### src/rtl/i2c_byte_receiver.sv
// rtl/i2c_byte_receiver.sv - I2C target-side write receiver: oversampled START/STOP detect, address match, ACK drive, byte strobe
module i2c_byte_receiver #(
    parameter logic [6:0] ADDR = 7'h50
) (
    input  logic       clk,
    input  logic       reset,
    input  logic       sda,
    input  logic       scl,
    output logic       sda_oe,
    output logic [7:0] data_out,
    output logic       data_valid,
    output logic       addr_match,
    output logic       rw,
    output logic       busy,
    output logic       start_det,
    output logic       stop_det
);

    typedef enum logic [2:0] {
        S_IDLE,
        S_ADDR,
        S_ADDR_ACK,
        S_DATA,
        S_DATA_ACK,
        S_IGNORE
    } state_t;

    state_t     state_q, state_d;
    logic       sda_meta_q, sda_s_q, sda_prev_q;
    logic       scl_meta_q, scl_s_q, scl_prev_q;
    logic [2:0] cnt_q, cnt_d;
    logic [7:0] shift_q, shift_d;
    logic [7:0] data_q, data_d;
    logic       valid_q, valid_d;
    logic       match_q, match_d;
    logic       rw_q, rw_d;
    logic       oe_q, oe_d;
    logic       busy_q, busy_d;
    logic       start_q, start_d;
    logic       stop_q, stop_d;

    logic scl_rise, scl_fall, start_ev, stop_ev;

    assign scl_rise = scl_s_q & ~scl_prev_q;
    assign scl_fall = ~scl_s_q & scl_prev_q;
    assign start_ev = scl_s_q & ~sda_s_q & sda_prev_q;
    assign stop_ev  = scl_s_q & sda_s_q & ~sda_prev_q;

    always_ff @(posedge clk) begin
        if (reset) begin
            sda_meta_q <= 1'b1;
            sda_s_q    <= 1'b1;
            sda_prev_q <= 1'b1;
            scl_meta_q <= 1'b1;
            scl_s_q    <= 1'b1;
            scl_prev_q <= 1'b1;
            state_q    <= S_IDLE;
            cnt_q      <= 3'd0;
            shift_q    <= 8'h00;
            data_q     <= 8'h00;
            valid_q    <= 1'b0;
            match_q    <= 1'b0;
            rw_q       <= 1'b0;
            oe_q       <= 1'b0;
            busy_q     <= 1'b0;
            start_q    <= 1'b0;
            stop_q     <= 1'b0;
        end else begin
            sda_meta_q <= sda;
            sda_s_q    <= sda_meta_q;
            sda_prev_q <= sda_s_q;
            scl_meta_q <= scl;
            scl_s_q    <= scl_meta_q;
            scl_prev_q <= scl_s_q;
            state_q    <= state_d;
            cnt_q      <= cnt_d;
            shift_q    <= shift_d;
            data_q     <= data_d;
            valid_q    <= valid_d;
            match_q    <= match_d;
            rw_q       <= rw_d;
            oe_q       <= oe_d;
            busy_q     <= busy_d;
            start_q    <= start_d;
            stop_q     <= stop_d;
        end
    end

    // The ACK phase uses oe_q itself to tell the first scl_fall from the second.
    always_comb begin
        state_d = state_q;
        if (start_ev) begin
            state_d = S_ADDR;
        end else if (stop_ev) begin
            state_d = S_IDLE;
        end else begin
            case (state_q)
                S_ADDR:
                    if (scl_rise && cnt_q == 3'd7)
                        state_d = (shift_q[6:0] == ADDR) ? S_ADDR_ACK : S_IGNORE;
                S_ADDR_ACK:
                    if (scl_fall && oe_q)
                        state_d = rw_q ? S_IGNORE : S_DATA;
                S_DATA:
                    if (scl_rise && cnt_q == 3'd7)
                        state_d = S_DATA_ACK;
                S_DATA_ACK:
                    if (scl_fall && oe_q)
                        state_d = S_DATA;
                default: state_d = state_q;
            endcase
        end
    end

    always_comb begin
        cnt_d   = cnt_q;
        shift_d = shift_q;
        data_d  = data_q;
        valid_d = 1'b0;
        match_d = match_q;
        rw_d    = rw_q;
        oe_d    = oe_q;
        start_d = 1'b0;
        stop_d  = 1'b0;
        if (start_ev) begin
            cnt_d   = 3'd0;
            oe_d    = 1'b0;
            match_d = 1'b0;
            start_d = 1'b1;
        end else if (stop_ev) begin
            oe_d    = 1'b0;
            match_d = 1'b0;
            stop_d  = 1'b1;
        end else begin
            case (state_q)
                S_ADDR, S_DATA: begin
                    if (scl_rise) begin
                        shift_d = {shift_q[6:0], sda_s_q};
                        if (cnt_q != 3'd7) begin
                            cnt_d = cnt_q + 3'd1;
                        end else if (state_q == S_ADDR) begin
                            if (shift_q[6:0] == ADDR) begin
                                match_d = 1'b1;
                                rw_d    = sda_s_q;
                            end
                        end else begin
                            data_d  = {shift_q[6:0], sda_s_q};
                            valid_d = 1'b1;
                        end
                    end
                end
                S_ADDR_ACK, S_DATA_ACK: begin
                    if (scl_fall) begin
                        if (!oe_q) begin
                            oe_d = 1'b1;
                        end else begin
                            oe_d  = 1'b0;
                            cnt_d = 3'd0;
                        end
                    end
                end
                default: ;
            endcase
        end
        busy_d = (state_d != S_IDLE);
    end

    assign sda_oe     = oe_q;
    assign data_out   = data_q;
    assign data_valid = valid_q;
    assign addr_match = match_q;
    assign rw         = rw_q;
    assign busy       = busy_q;
    assign start_det  = start_q;
    assign stop_det   = stop_q;

endmodule

### config.mk
export PLATFORM = sky130hd
export DESIGN_NAME = i2c_byte_receiver
export DESIGN_NICKNAME = d
export VERILOG_FILES = /design/src/rtl/i2c_byte_receiver.sv
export SDC_FILE = /design/constraint.sdc
export NUM_CORES = 1
export LEC_CHECK = 0
export CORE_MARGIN = 3
export CORE_UTILIZATION = 60
export CTS_BUF_LIST = sky130_fd_sc_hd__clkbuf_2
export DETAILED_ROUTE_END_ITERATION = 12
export PLACE_DENSITY = 0.94
export SYNTH_ARGS = -nofsm -noshare
export SYNTH_HDL_FRONTEND = slang
export SYNTH_SLANG_ARGS = --single-unit
### constraint.sdc
create_clock -name clk -period 3.7 [get_ports clk]
set_clock_uncertainty 0.1 [all_clocks]
set_input_delay 0.74 -clock clk [delete_from_list [all_inputs] [get_ports clk]]
set_output_delay 0.74 -clock clk [all_outputs]
set_load 0.1 [all_outputs]
==> run_results.csv <==
group,metric,value,unit
run_status,status,"completed",
setup_path,r2r_start,"state_q[0]$_SDFF_PP0_",
timing,drv_slew,0,
timing,hold_viol,0,
synthesis,synth_compound_area_share,9.83,%
setup_path,cp_max_fo,6,
floorplan,rows,17,
setup_path,cpPeakStageDelay,1.17,ns
min_path,whs_endpoint,"sda_s_q$_SDFF_PP1_",
clocking,clkTransAtPathRegs,0.18,ns
synthesis,yosys_most_used_dff,"dfxtp_1",
floorplan,die_area,3020,sq um
synthesis,synth_area,1440,sq um
timing,max_freq,351,MHz
global_routing,grt_pass1_vias,1022,
setup_path,cp_top_family,"buffers and inverters",
place,gp_congestion,0.904,
floorplan,die_y,55.0,um
timing,setup_ws,0.849,ns
finish,mostFrequentLayoutCells,"dfxtp_1, nor2_1, clkdlybuf4s50_1",
setup_path,r2r-end,"data_out[7]$_SDFFE_PP0P_",
synthesis,synth.lib_cells_used.distinct,38,
place,dp_hpwl,2120,um
clocking,cts_tree,"built",
finish,final_net_count,171,
power,peakVddDrop,0.404,mV
synthesis,synth_xor_area_share,1.83,%
timing,timing.final.crit_period,2.85,ns
setup_path,path_buf_inv,1,
synthesis,avgSynthCellArea,9.66,sq um
finish,syn_to_final_growth,17.8,%
floorplan,core_region_area,2230,sq um
clocking,clk_latency,0.37,ns
setup_path,critPathSlowestCell,"clkdlybuf4s50_1",
setup_path,regToRegSetupSlack,1.24,ns
synthesis,syn_inst,149,
clocking,cts_resized,0,
detailed_routing,drt-vias-per-instance,5.88,
power,p_leak,0.738,nW
synthesis,synth_top_family_by_area,"simple AND/OR/NAND/NOR gates",
min_path,hold_depth,1,
clocking,cts_sinks,34,
finish,antenna_cells,0,
synthesis,yosys-mux-area-fraction,11.1,%
timing,period_share,77.0,%
finish,drive_above_1_share,9.64,%
synthesis,synth_nets,155,
detailed_routing,wl_per_cell,15.3,um
synthesis,ys_ff_latch,34,
synthesis,synth_warnings,0,
timing,setup_viol,0,
clocking,cts_root_buffer,"clkbuf_2",
finish,utilization,75.9,%
finish,multi_input_comb_area,694,sq um
floorplan,fp.dieW,55.0,um
setup_path,required,2.86,ns
timing,holdWs,0.335,ns
detailed_routing,drcViolationCount,0,
detailed_routing,vias,1140,
timing,relSlewSlack,32.8,%
setup_path,crit_arrival,2.01,ns
global_routing,grt_first_pass_wirelength,4690,um
synthesis,synth_edf_count,0,
power,power_density,467,nW/um^2
floorplan,ioPinCount,19,
clocking,htreeDepth,2,
finish,final_common_cell,"dfxtp_1",
global_routing,antenna_found_initial,0,
setup_path,reg2reg_depth,5,
timing,tightest_slew,1.00,ns
global_routing,grt_util_all_layers,22.4,%
run,cap_violations,0,
place,dp_cells,186,
setup_path,critPathLaunchType,"flop",
timing,grt_setup_unrepaired,"false",
detailed_routing,wl,2970,um
timing,fin_tns_setup,0,ns
setup_path,worstPathCellList,"clkdlybuf4s50_1",
setup_path,criticalPathCategory,"flop to output pin",
place,dp_slack,1.29,ns
setup_path,worstSetupEndpointType,"output pin",
clocking,ctsHoldBuffers,0,
finish,instances_no_fill,194,
clocking,postCtsSetupRepairBufs,0,
detailed_routing,first_iter_violations,37,
global_routing,grt_max_degree,24,
global_routing,grt_overflow,0,
synthesis,synth-async-reset-ratio,0,%
detailed_routing,antenna_left,0,
synthesis,yosysSeqAreaShare,47.3,%
min_path,hold_start,"sda_meta_q$_SDFF_PP1_",
clocking,cts_max_path_buffers,2,
floorplan,start_util,64.4,%
finish,ff_latch_area,681,sq um
synthesis,synthAdderAreaFrac,1.74,%
min_path,hold_class,"flop to flop",
clocking,cts_buffers,5,
finish,n_fill_cell,164,
detailed_routing,first_pass_iters,4,
synthesis,synth-simple-area-share,23.7,%
place,io_buffers,18,
## flip-flops by register name (all words and copies together), names as in the netlist
| signal | count |
|---|---|
| data_out | 8 |
| shift_q | 7 |
| cnt_q | 3 |
| state_q | 3 |
| addr_match | 1 |
| busy | 1 |
| data_valid | 1 |
| rw | 1 |
| scl_meta_q | 1 |
| scl_prev_q | 1 |
| scl_s_q | 1 |
| sda_meta_q | 1 |
| sda_oe | 1 |
| sda_prev_q | 1 |
| sda_s_q | 1 |
| start_det | 1 |
| stop_det | 1 |
## routing by layer
| metal | vias up | track usage, % | wire length [um] | part of all wire [%] |
|---|---|---|---|---|
| li1 | 559 | - | - | - |
| met1 | 531 | 26.9 | 1260 | 42 |
| met2 | 45 | 36.4 | 1480 | 50 |
| met3 | 5 | 8.04 | 210 | 7.1 |
| met4 | 0 | 8.50 | 28 | 0.94 |
| met5 | - | 0 | 0 | 0 |
## report_power, final
group / switching, mW / internal, mW
registers: 0.0149 / 0.376
clock network: 0.130 / 0.183
logic: 0.0576 / 0.0299
total: 0.202 / 0.590
## cell usage after synthesis (all sizes together) (3+ instances only)
cell	instances	area share, %
nand2b	3	1.3
buf	3	2.3
nor3	5	1.7
a21oi	3	1.0
clkbuf	7	1.8
a31oi	3	1.3
mux2i	16	11
nor2	24	6.3
or2	6	2.6
nand2	4	1.0
nor4b	3	1.8
dfxtp	34	47
## through the flow
stage	power, mW	instance area, sq um
floorplan	0.464	1440
global placement	0.481	1600
detailed placement	0.485	1600
finish	0.792	1700
global route	0.815	1700
CTS	0.793	1700
## layout make-up
cell class / instances / share of cell area, %
inverter: 1 / 0.221
tap: 28 / 2.07
multi-input combinational: 104 / 41.0
clock inverter: 3 / 4.06
clock buffer: 5 / 1.48
timing repair buffer: 19 / 11.1
sequential: 34 / 40.1
## worst max path at each step
stage | slack (ns) | from | depth (start not counted) | endpoint
after global routing | 0.78 | rw$_SDFFE_PP0P_ | 1 | rw
after global placement | 1.31 | rw$_SDFFE_PP0P_ | 1 | rw
final | 0.85 | rw$_SDFFE_PP0P_ | 1 | rw
after CTS | 0.85 | rw$_SDFFE_PP0P_ | 1 | rw
after detailed placement | 1.29 | rw$_SDFFE_PP0P_ | 1 | rw
after floorplan | 1.41 | sda_oe$_SDFFE_PP0P_ | 5 | busy$_SDFF_PP0_
## logic make-up after synthesis
group                      count (synthesis)
adders and majority gates                  2
xor gates and xnor gates                   3
DFF                                       34
AOI/OAI and AO/OA                         20
muxes                                     16
buffers and inverters                     11
and+or+nand+nor                           63
(Power assumes the default switching activity.)
